<file path="config.mk">
export PLATFORM = sky130hd
export DESIGN_NAME = hd_loader
export DESIGN_NICKNAME = d
export VERILOG_FILES = /design/src/rtl/hd_pkg.sv /design/src/rtl/hd_marker_decode.sv /design/src/rtl/hd_loader.sv
export SDC_FILE = /design/constraint.sdc
export NUM_CORES = 1
export LEC_CHECK = 0
export ABC_AREA = 1
export CORE_MARGIN = 4
export CORE_UTILIZATION = 40
export CTS_CLUSTER_DIAMETER = 80
export CTS_CLUSTER_SIZE = 12
export DETAILED_ROUTE_END_ITERATION = 10
export DONT_BUFFER_PORTS = 1
export GPL_ROUTABILITY_DRIVEN = 0
export PLACE_DENSITY = 0.62
export SYNTH_ARGS = -nofsm -noshare
export SYNTH_HDL_FRONTEND = slang
export SYNTH_SLANG_ARGS = --single-unit
</file>
<file path="constraint.sdc">
create_clock -name clk -period 2.9 [get_ports clk]
set_clock_uncertainty 0.2 [all_clocks]
set_input_delay 0.435 -clock clk [delete_from_list [all_inputs] [get_ports clk]]
set_output_delay 0.435 -clock clk [all_outputs]
set_load 0.02 [all_outputs]
</file>
<file path="src/rtl/hd_pkg.sv">
// Shared definitions for the boot-time disk loader: marker opcodes, error codes, FSM states.
package hd_pkg;

   // Marker words are recognised by this opcode field alone
   localparam int unsigned OP_MSB = 31;
   localparam int unsigned OP_LSB = 26;

   localparam logic [5:0] OP_HD_HEAD    = 6'b010111;
   localparam logic [5:0] OP_BEGIN_FILE = 6'b010101;
   localparam logic [5:0] OP_END_FILE   = 6'b010110;
   localparam logic [5:0] OP_HD_END     = 6'b011000;

   // Bit positions of the one-hot word class
   localparam int unsigned CLS_HD_HEAD    = 0;
   localparam int unsigned CLS_BEGIN_FILE = 1;
   localparam int unsigned CLS_END_FILE   = 2;
   localparam int unsigned CLS_HD_END     = 3;
   localparam int unsigned CLS_PAYLOAD    = 4;
   localparam int unsigned CLS_W          = 5;

   localparam logic [1:0] ERR_NONE      = 2'd0;
   localparam logic [1:0] ERR_BAD_HEAD  = 2'd1;
   localparam logic [1:0] ERR_NOT_FOUND = 2'd2;
   localparam logic [1:0] ERR_BAD_FILE  = 2'd3;

   typedef enum logic [2:0] {
      StIdle,
      StHead,
      StSeek,
      StCopy,
      StDone,
      StErr
   } state_e;

endpackage

</file>
<file path="src/rtl/hd_marker_decode.sv">
// Classifies a disk word as one of the four markers or as payload (one-hot).
module hd_marker_decode
   import hd_pkg::*;
#(
   parameter int unsigned DATA_WIDTH = 32
) (
   input  logic [DATA_WIDTH-1:0] word,
   output logic [CLS_W-1:0]      cls
);

   logic [OP_MSB-OP_LSB:0] op;
   logic                   unused_low;

   assign op         = word[OP_MSB:OP_LSB];
   // Operand bits play no part in classification
   assign unused_low = ^word[OP_LSB-1:0];

   // Decode the opcode field; anything that is not a marker is payload
   always_comb begin
      cls = '0;
      unique case (op)
         OP_HD_HEAD:    cls[CLS_HD_HEAD]    = 1'b1;
         OP_BEGIN_FILE: cls[CLS_BEGIN_FILE] = 1'b1;
         OP_END_FILE:   cls[CLS_END_FILE]   = 1'b1;
         OP_HD_END:     cls[CLS_HD_END]     = 1'b1;
         default:       cls[CLS_PAYLOAD]    = 1'b1;
      endcase
   end

endmodule

</file>
<file path="src/rtl/hd_loader.sv">
// Streams the disk from address 0, checks the header, seeks to file_idx and copies its body
// into instruction memory from address 0.
module hd_loader
   import hd_pkg::*;
#(
   parameter int unsigned DATA_WIDTH    = 32,
   parameter int unsigned HD_ADDR_WIDTH = 9,
   parameter int unsigned IM_ADDR_WIDTH = 10
) (
   input  logic                     clk,
   input  logic                     rst_n,
   input  logic                     start,
   input  logic [7:0]               file_idx,
   output logic [HD_ADDR_WIDTH-1:0] hd_addr,
   output logic                     hd_we,
   input  logic [DATA_WIDTH-1:0]    hd_q,
   output logic [IM_ADDR_WIDTH-1:0] im_addr,
   output logic [DATA_WIDTH-1:0]    im_data,
   output logic                     im_we,
   output logic                     busy,
   output logic                     done,
   output logic [1:0]               err_code,
   output logic [IM_ADDR_WIDTH:0]   word_count
);

   localparam logic [HD_ADDR_WIDTH-1:0] HD_LAST = '1;
   localparam logic [IM_ADDR_WIDTH:0]   IM_FULL = {1'b1, {IM_ADDR_WIDTH{1'b0}}};

   state_e                   state;
   logic [7:0]               idx_q;
   logic [7:0]               file_cnt;
   // tag[0]: address issued last edge; tag[1]: the word on hd_q now belongs to this load
   logic [1:0]               tag;
   // Disk address of the word currently on hd_q
   logic [HD_ADDR_WIDTH-1:0] ret_addr;
   logic [CLS_W-1:0]         cls;
   logic                     active;

   assign hd_we  = 1'b0;
   assign active = (state == StHead) || (state == StSeek) || (state == StCopy);

   hd_marker_decode #(
      .DATA_WIDTH(DATA_WIDTH)
   ) u_decode (
      .word(hd_q),
      .cls (cls)
   );

   // Loader FSM with address issue, tag pipeline and all registered outputs
   always_ff @(posedge clk or negedge rst_n) begin
      if (!rst_n) begin
         state      <= StIdle;
         idx_q      <= '0;
         file_cnt   <= '0;
         tag        <= '0;
         ret_addr   <= '0;
         hd_addr    <= '0;
         im_addr    <= '0;
         im_data    <= '0;
         im_we      <= 1'b0;
         busy       <= 1'b0;
         done       <= 1'b0;
         err_code   <= ERR_NONE;
         word_count <= '0;
      end else begin
         im_we    <= 1'b0;
         done     <= 1'b0;
         ret_addr <= hd_addr;
         tag      <= {tag[0], active};
         if (active) begin
            hd_addr <= hd_addr + HD_ADDR_WIDTH'(1);
         end
         unique case (state)
            StIdle: begin
               if (start) begin
                  idx_q      <= file_idx;
                  file_cnt   <= '0;
                  word_count <= '0;
                  err_code   <= ERR_NONE;
                  im_addr    <= '0;
                  hd_addr    <= '0;
                  tag        <= 2'b01;
                  busy       <= 1'b1;
                  state      <= StHead;
               end
            end
            StHead: begin
               if (tag[1]) begin
                  if (cls[CLS_HD_HEAD]) begin
                     state <= StSeek;
                  end else begin
                     err_code <= ERR_BAD_HEAD;
                     busy     <= 1'b0;
                     state    <= StErr;
                  end
               end
            end
            StSeek: begin
               if (tag[1]) begin
                  if (cls[CLS_BEGIN_FILE] && (file_cnt == idx_q)) begin
                     state <= StCopy;
                  end else if (cls[CLS_HD_END] || (ret_addr == HD_LAST)) begin
                     err_code <= ERR_NOT_FOUND;
                     busy     <= 1'b0;
                     state    <= StErr;
                  end else if (cls[CLS_BEGIN_FILE]) begin
                     file_cnt <= file_cnt + 8'd1;
                  end
               end
            end
            StCopy: begin
               if (tag[1]) begin
                  // Returned address 0 while copying means the disk wrapped
                  if (ret_addr == '0) begin
                     err_code <= ERR_BAD_FILE;
                     busy     <= 1'b0;
                     state    <= StErr;
                  end else if (cls[CLS_END_FILE]) begin
                     done  <= 1'b1;
                     busy  <= 1'b0;
                     state <= StDone;
                  end else if (cls[CLS_PAYLOAD] && (word_count != IM_FULL)) begin
                     im_we      <= 1'b1;
                     im_data    <= hd_q;
                     im_addr    <= word_count[IM_ADDR_WIDTH-1:0];
                     word_count <= word_count + (IM_ADDR_WIDTH + 1)'(1);
                  end else begin
                     err_code <= ERR_BAD_FILE;
                     busy     <= 1'b0;
                     state    <= StErr;
                  end
               end
            end
            StDone, StErr: state <= StIdle;
            default:       state <= StIdle;
         endcase
      end
   end

endmodule

</file>
==> metrics.md, run 1 <==
| Metric | Value |
|---|---|
| Status | finished with violations |
| Failing checks | negative hold slack |
| Sequential area share after synthesis | 51.9% |
| R2R cell count | 10 |
| Tot GR Track Use | 16.0% |
| Max Freq | 443 MHz |
| VDD IR-drop max | 0.000434 V |
| Floorplan core area | 11400 sq um |
| Met3 WL | 933 um |
| Met2 WL | 5.08 mm |
| Setup-failing EPs final | 0 |
| Crit path max fanout | 45 |
| Initial core utilization | 40.9% |
| Static Leak | 0.00257 uW |
| Worst stage delay on the critical path | 0.49 ns |
| Routed WL per cell | 14.5 um |
| Setup TNS | 0 ns |
| Clock power frac | 30.1% |
| H-tree levels | 3 |
| Distinct cells, synth | 30 |
| Max cap viols | 0 |
| Comb pwr share | 20.5% |
| Clock sinks | 97 |
| CP Buf/Inv Count | 2 |
| CTS max path bufs | 2 |
| WS Path Type | register to register |
| Crit. path cell count | 10 |
| Startpoint Class | register |
| Synthesized instance count | 564 |
| Hold WS | -0.418 ns |
| Syn nets | 611 |
| Final hold vios | 97 |
| I/O pins | 111 |
| Switching power | 1330 uW |
| Root Driver | clkbuf_16 |
| Slew Viols, Final | 0 |
| TritonCTS clock tree | yes |
| Max_slew headroom | 65.8% |
| Minimum clock period | 2.26 ns |
| Clk slew on worst S/H paths | 0.07 ns |
| WL final | 10.4 mm |
| Area of the mapped netlist | 4680 sq um |
| Worst path required time | 2.97 ns |
| Vias per cell | 5.01 |
| Vias in the first global route | 3522 |
| Arrival time at the worst endpoint | 2.33 ns |
| Pint | 2510 uW |
| Detail Route Antenna Nets | 0 |
| Critical path's top delay family | simple AND/OR/NAND/NOR gates |
| Met1 WL | 4.25 mm |
| Switching share of total power | 34.7% |
| Global-route wire length before repair | 17.0 mm |
| Capturing element type of the critical path | register |
| Vias | 3614 |
| Pre-antenna DRT Iters | 5 |
| Post-route cell area | 5150 sq um |
| Drt initial violations | 163 |
| Power Density | 746 nW/um^2 |
| Critical path's most frequent cell | nor2_1 |
| Die height | 116 um |
| Die span in x | 116 um |
| Layout cells sized above 1 | 9.33% |
| Final period util | 77.8% |
| Area Overhead vs Synth | 10.2% |
| Leading cell types in the layout, fill and taps excluded | 201 x nand2_1, 97 x dfrtp_1, 67 x nor2_1 |
| GRT overflow | 0 |
| Most common cell after layout, fill and taps aside | nand2_1 |
| Die ar. | 13500 sq um |
| Synthesis Warnings | 0 |
| Critical path, cell by cell | inv_1, ha_1, nand3_1, nor2_1, nor2_1, nand2_2, nor2_8, inv_4, nand2_1, o21ai_2 |
| Actual slew at the worst max-slew pin | 0.512 ns |
| Largest net degree at the start of global routing | 98 |
| Share of power burned in registers | 49.4% |
| RSZ-0062 raised after global routing | no |
| Post-DP HPWL | 7.50 mm |
| Row cnt | 39 |
| Util after Layout | 45.1% |
| Antenna Cells | 0 |
| Hold WC Path Type | primary input to async pin |
| Antenna violations before repair | 0 |
| Hold Buf Count CTS | 12 |
| I/O Buffers | 0 |
| Final net count | 621 |
| Placed inst area | 4750 sq um |
| DRC Markers | 0 |
| Worst-Skew Late Latency | 0.35 ns |
| Top Metal Used | met4 |
| TritonCTS Buffers | 9 |
| Number of synthesized register bits | 97 |
| Slowest-stage cell, CP | dfrtp_1 |
| Avg Cell Area, Syn | 8.29 sq um |
metrics by stage:
| stage | hold slack [ns] | setup WS (ns) | std cells | power [uW] |
|---|---|---|---|---|
| 6_report | -0.418 | 0.642 | 722 | 3840 |
| 5_1_grt | -0.438 | 0.448 | 722 | 4090 |
| 4_1_cts | -0.433 | 0.626 | 722 | 3900 |
| 3_3_place_gp | -0.0582 | 0.712 | 694 | 2680 |
| 2_1_floorplan | -0.0606 | 0.956 | 564 | 2540 |
| 3_5_place_dp | -0.0584 | 0.644 | 694 | 2710 |
layer usage:
metal | vias to the layer above | GRT usage (%)
met5 | - | 0
met4 | 0 | 5.41
met3 | 12 | 5.54
li1 | 1784 | -
met1 | 1691 | 18.6
met2 | 127 | 27.5
synth_stat cells:
master      n  area [sq um]
dfrtp_1    97          2430
nand2_2     1          6.26
buf_12      1          20.0
buf_6       4          45.0
xnor2_1     3          26.3
inv_2       3          11.3
nand3_2     1          10.0
nor2_2      1          6.26
buf_2       2          10.0
a21oi_1    14          70.1
nand2_4     2          22.5
nor3_4      1          16.3
mux2_2      4          45.0
a21boi_0    1          7.51
ha_1        4          50.1
nor2_1     67           251
o21ai_2    22           193
nand4_1    14          87.6
o21bai_1    2          15.0
nor2_8      1          20.0
xor2_1     12           105
o21ai_0    12          60.1
conb_1      1          3.75
nor3_1     10          50.1
clkbuf_1    3          11.3
buf_4       5          37.5
nand2_1   201           754
inv_4       2          12.5
nand3_1    21           105
inv_1      52           195
sequential cells by signal, indices dropped and copies added (netlist names):
register and flops:
im_data 32, word_count 11, im_addr 10, hd_addr 9
ret_addr 9, file_cnt 8, idx_q 8, state 3
err_code 2, tag 2, busy 1, done 1
im_we 1
cell type report:
| type | instances | area [sq um] |
|---|---|---|
| fillers | 1146 | 6260 |
| flip-flops and latches | 97 | 2430 |
| repair buffers | 14 | 135 |
| multi-input cells | 395 | 1910 |
| inverters | 57 | 219 |
| clock inverters | 5 | 56.3 |
| well taps | 143 | 179 |
| clock buffers | 11 | 233 |
power groups by stage:
stage	clock network [uW]	logic [uW]	registers, uW
global route	1240	914	1930
floorplan	0	678	1860
finish	1160	789	1900
CTS	1190	801	1900
detailed placement	0	780	1930
global placement	0	758	1920
final timing paths:
kind	start	to	slack [ns]
setup / recovery	word_count[1]$_DFFE_PN0P_	im_data[30]$_DFFE_PN0P_	0.64
hold / removal	rst_n	word_count[0]$_DFFE_PN0P_	-0.42
setup reg to reg	word_count[1]$_DFFE_PN0P_	im_data[30]$_DFFE_PN0P_	0.64
hold reg to reg	tag[0]$_DFF_PN0_	tag[1]$_DFF_PN0_	0.32
max in group asynchronous	rst_n	err_code[1]$_DFFE_PN0P_	2.79
min in group clk	hd_q[14]	im_data[14]$_DFFE_PN0P_	0.01
worst reg2reg max path, stage by stage, from the launching register on:
cell and delay (ns):
dfrtp_1 0.49, inv_1 0.20, ha_1 0.18, nand3_1 0.11, nor2_1 0.13, nor2_1 0.05
nand2_2 0.15, nor2_8 0.05, inv_4 0.38, nand2_1 0.16, o21ai_2 0.08
cells by family after synthesis:
family	synth area share, %
DFF	51.9
buffers and inverters	7.33
other	0.0802
AOI/OAI and AO/OA	7.39
and+or+nand+nor	28.4
xor gates and xnor gates	2.81
muxes	0.963
adders and majority gates	1.07
repair_timing:
action,4_1_cts,5_1_grt
setup buffers,0,0
endpoints found under the hold margin,109,97
gates resized for setup,0,0
No activity file was read; power rests on OpenSTA's default activity.
==> run 2, diff against run 1 <==
==> constraint.sdc (replaced) <==
create_clock -name clk -period 2.1 [get_ports clk]
set_clock_uncertainty 0.2 [all_clocks]
set_input_delay 0.315 -clock clk [delete_from_list [all_inputs] [get_ports clk]]
set_output_delay 0.315 -clock clk [all_outputs]
set_load 0.02 [all_outputs]
==> run 2 against run 1 <==
Compared with the run above: power is 45% higher; non-clock buffer count is 55 higher; largest cell class unchanged; sequential power is 33% higher; maximum frequency is 15% higher; critical path type unchanged; first-iteration DRC count is 41% higher; the run still ends with negative hold slack left; cell area is 11% higher.
==> metrics.md, run 2 (synthesized netlist as in run 1, its figures left out) <==
| Metric | Value |
|---|---|
| Filler cells | 1075 |
| Final hold vios | 97 |
| Root Driver | clkbuf_16 |
| Hold WC Path Type | primary input to async pin |
| Max Freq | 508 MHz |
| Leading cell types in the layout, fill and taps excluded | 201 x nand2_1, 97 x dfrtp_1, 62 x nor2_1 |
| Critical path's top delay family | simple AND/OR/NAND/NOR gates |
| Tot GR Track Use | 17.5% |
| Critical path, cell by cell | inv_1, ha_1, nand3_1, nor2_1, nor2_1, nand2_2, nand2_4, nand2_4, inv_4, nand2_1, o21ai_2 |
| Startpoint Class | register |
| CP endpoint | word_count[9]$_DFFE_PN0P_ |
| Area Overhead vs Synth | 21.9% |
| Vias per cell | 4.92 |
| Hold WS | -0.534 ns |
| Arrival time at the worst endpoint | 2.00 ns |
| GRT overflow | 0 |
| Placed inst area | 4950 sq um |
| Initial core utilization | 40.9% |
| Crit. path cell count | 11 |
| Post-route cell area | 5700 sq um |
| Die span in x | 116 um |
| Flop-to-flop setup slack | 0.13 ns |
| Largest register FFs | 32 |
| Global-route wire length before repair | 18.7 mm |
| TritonCTS Buffers | 9 |
| Top flop regs | im_data x32, word_count x11, im_addr x10 |
| DRC Markers | 0 |
| Vias in the first global route | 3861 |
| Register area | 2430 sq um |
| CP Buf/Inv Count | 2 |
| Hold Buf Count CTS | 41 |
| Final net count | 677 |
| Most common cell after layout, fill and taps aside | nand2_1 |
| Row cnt | 39 |
| Minimum clock period | 1.97 ns |
| Failing checks | negative hold slack |
| Power Density | 976 nW/um^2 |
| Post-DP HPWL | 7.98 mm |
| Slew Viols, Final | 0 |
| Capturing element type of the critical path | register |
| RSZ-0062 raised after global routing | no |
| CTS max path bufs | 2 |
| Worst-Skew Late Latency | 0.34 ns |
| Setup-failing EPs final | 0 |
| R2R cell count | 11 |
| Static Leak | 0.00283 uW |
| Detail Route Antenna Nets | 0 |
| Slowest-stage cell, CP | dfrtp_1 |
| Pre-antenna DRT Iters | 4 |
| Vias | 3831 |
| Reg with most FFs | im_data |
| Antenna violations before repair | 0 |
| Worst path required time | 2.13 ns |
| I/O Buffers | 0 |
| WS Path Type | register to register |
| CP Launch Point | word_count[0]$_DFFE_PN0P_ |
| WL final | 11.4 mm |
| Clock sinks | 97 |
| Drt initial violations | 230 |
| Final period util | 93.7% |
| Area of the multi-input gates | 1930 sq um |
| H-tree levels | 3 |
| Clk slew on worst S/H paths | 0.07 ns |
| Die height | 116 um |
| Max cap viols | 0 |
| Layout cells sized above 1 | 14.0% |
| TritonCTS clock tree | yes |
| Die ar. | 13500 sq um |
| Worst stage delay on the critical path | 0.38 ns |
| Status | finished with violations |
| Routed WL per cell | 14.6 um |
| VDD IR-drop max | 0.000769 V |
| I/O pins | 111 |
| Reg-to-Reg End | word_count[9]$_DFFE_PN0P_ |
| Reg-to-reg startpoint | word_count[0]$_DFFE_PN0P_ |
| Floorplan core area | 11400 sq um |
| Crit path max fanout | 13 |
| Antenna Cells | 0 |
| Largest net degree at the start of global routing | 98 |
run 2: area by class of cell:
cell class,count,area share [%]
flip-flops and latches,97,42.6
multi-input cells,396,33.9
repair buffers,69,11.1
clock buffers,10,4.19
inverters,57,3.84
well taps,143,3.14
clock inverters,6,1.16
run 2: where the power goes:
group	internal, uW	switching, uW
Clock	957	702
Combinational	490	881
Sequential	2170	359
run 2: worst min path at each step:
stage	end	depth (start not counted)
after floorplan	busy$_DFFE_PN0P_	0
after global placement	im_data[1]$_DFFE_PN0P_	0
after detailed placement	im_data[1]$_DFFE_PN0P_	0
after CTS	im_data[1]$_DFFE_PN0P_	0
after global routing	im_data[1]$_DFFE_PN0P_	0
final	im_data[1]$_DFFE_PN0P_	0
run 2: what timing repair did:
action	CTS	global route
cloned	1	0
hold endpoints to repair	139	97
buffers inserted	1	0
setup endpoints to repair	24	10
resized for setup	0	6
pin swaps	1	0
run 2: routing by layer:
layer / GRT usage (%) / vias up / share of wire, %
met5: 0 / - / 0
met4: 5.80 / 0 / 1.7
met3: 5.75 / 20 / 8.1
met2: 29.9 / 119 / 49
met1: 21.0 / 1791 / 41
li1: - / 1901 / -
run 2: per-stage QoR:
| step | setup TNS (ns) | power [uW] | instances | setup WS (ns) | util [%] |
|---|---|---|---|---|---|
| 2_1_floorplan | 0 | 3510 | 564 | 0.156 | - |
| 3_3_place_gp | -0.0128 | 3800 | 719 | -0.00655 | 43.3 |
| 3_5_place_dp | -0.992 | 3850 | 719 | -0.0734 | 43.3 |
| 4_1_cts | 0 | 5610 | 778 | 0.0329 | 49.7 |
| 5_1_grt | 0 | 5910 | 778 | 0.0169 | 49.9 |
| 6_report | 0 | 5560 | 778 | 0.132 | 49.9 |
==> run 3, diff against run 2 <==
==> constraint.sdc (replaced) <==
create_clock -name clk -period 2.1 [get_ports clk]
set_clock_uncertainty 0.2 [all_clocks]
set_input_delay 0.315 -clock clk [delete_from_list [all_inputs] [get_ports clk]]
set_output_delay 0.315 -clock clk [all_outputs]
set_load 0.01 [all_outputs]
==> run 3 against run 2 <==
Compared with the run above: utilization up 0.055 points; critical path depth down 2; the flow still finishes with violations (negative hold slack); clock power increased by 7%; final cell count shrank 0.13%; combinational power decreased by 7%; largest power group unchanged.
==> metrics.md, run 3 (synthesized netlist as in run 1, its figures left out) <==
| Metric | Value |
|---|---|
| Drt initial violations | 281 |
| Top flop regs | im_data x32, word_count x11, im_addr x10 |
| Worst path required time | 2.13 ns |
| Global-route wire length before repair | 18.2 mm |
| Worst-Skew Late Latency | 0.34 ns |
| Fin cells | 777 |
| Vias per cell | 4.90 |
| GRT overflow | 0 |
| Vias in the first global route | 3737 |
| Failing checks | negative hold slack |
| DRC Markers | 0 |
| Slowest-stage cell, CP | dlygate4sd3_1 |
| WL final | 11.2 mm |
| Layout cells sized above 1 | 13.6% |
| Clk slew on worst S/H paths | 0.07 ns |
| Setup-failing EPs final | 0 |
| Root Driver | clkbuf_16 |
| Power Density | 971 nW/um^2 |
| Final net count | 676 |
| Antenna Cells | 0 |
| Max Freq | 503 MHz |
| Slew Viols, Final | 0 |
| I/O Buffers | 0 |
| Area Overhead vs Synth | 22.0% |
| Final period util | 94.6% |
| Antenna violations before repair | 0 |
| Minimum clock period | 1.99 ns |
| Most common cell after layout, fill and taps aside | nand2_1 |
| Vias | 3807 |
| Detail Route Antenna Nets | 0 |
| Routed WL per cell | 14.4 um |
| WS Path Type | primary input to register |
| Worst stage delay on the critical path | 0.55 ns |
| Static Leak | 0.00284 uW |
| Row cnt | 39 |
| Critical path's most frequent cell | nand2_1 |
| TritonCTS Buffers | 9 |
| Crit path max fanout | 9 |
| Post-DP HPWL | 7.76 mm |
| Hold WC Path Type | primary input to async pin |
| H-tree levels | 3 |
| Die height | 116 um |
| Setup TNS | 0 ns |
| Critical path, cell by cell | dlygate4sd3_1, inv_1, nand2_1, nor2_2, nand4_1, nand2_1, nand3_2, nand2_1, nand2_1 |
| Die span in x | 116 um |
| Tot GR Track Use | 17.1% |
| CTS max path bufs | 2 |
| Initial core utilization | 40.9% |
| Largest register FFs | 32 |
| Startpoint Class | primary input |
| Hold Buf Count CTS | 41 |
| Arrival time at the worst endpoint | 2.02 ns |
| Floorplan core area | 11400 sq um |
| Pre-antenna DRT Iters | 4 |
| Leading cell types in the layout, fill and taps excluded | 201 x nand2_1, 97 x dfrtp_1, 63 x nor2_1 |
| Status | finished with violations |
| Max cap viols | 0 |
| Die ar. | 13500 sq um |
| Clock sinks | 97 |
| Reg with most FFs | im_data |
| Hold WS | -0.538 ns |
| Placed cells | 716 |
| Final hold vios | 97 |
| I/O pins | 111 |
| Largest net degree at the start of global routing | 98 |
| TritonCTS clock tree | yes |
| VDD IR-drop max | 0.000816 V |
| Capturing element type of the critical path | register |
[run 3: final timing paths]
kind                                            from                      end  slack, ns  depth (start not counted)
max                                         hd_q[31]  file_cnt[4]$_DFFE_PN0P_       0.11                          9
min                                            rst_n   im_data[1]$_DFFE_PN0P_      -0.54                          0
max reg2reg                word_count[0]$_DFFE_PN0P_  im_data[17]$_DFFE_PN0P_       0.19                          9
min reg2reg                     hd_addr[8]$_DFF_PN0_    ret_addr[8]$_DFF_PN0_       0.28                          0
max in group asynchronous                      rst_n     hd_addr[2]$_DFF_PN0_       2.13                          0
min in group clk                            hd_q[27]           done$_DFF_PN0_       0.05                          4
[run 3: through the flow]
step / area [sq um] / setup WS [ns] / total power, uW / util (%)
after detailed placement: 4920 / -0.0422 / 3720 / 43.1
after CTS: 5670 / 0.000568 / 5590 / 49.7
after global placement: 4920 / -0.00170 / 3660 / 43.1
after global routing: 5700 / -0.00133 / 5870 / 50.0
after floorplan: 4680 / 0.240 / 3390 / -
final: 5700 / 0.113 / 5540 / 50.0
[run 3: critical path, delay by kind of cell]
kind,cells,cell delay (ns)
buffers and inverters,2,0.64
AND/OR/NAND/NOR,7,1.07
[run 3: cell type report]
cell class                 instances  area (sq um)
clock buffer                       9           225
clock inverter                     7           101
fill                            1064          5710
inverter                          57           219
multi-input combinational        396          1930
sequential                        97          2430
tap                              143           179
timing repair buffer              68           626
[run 3: timing repair]
item	4_1_cts	5_1_grt
endpoints found under the setup margin	20	47
buffers inserted	0	3
pin swaps	1	1
gates resized for setup	0	4
endpoints found under the hold margin	139	97
gates cloned	1	0
[run 3: layer usage]
| layer | GRT usage [%] | wire length [um] | up-vias |
|---|---|---|---|
| li1 | - | - | 1894 |
| met1 | 21.0 | 4750 | 1790 |
| met2 | 29.2 | 5540 | 113 |
| met3 | 4.82 | 804 | 10 |
| met4 | 5.18 | 131 | 0 |
| met5 | 0 | 0 | - |
[run 3: report_power, final]
part / internal (uW) / switching [uW]
combinational: 484 / 801
clock: 1050 / 726
sequential: 2170 / 301
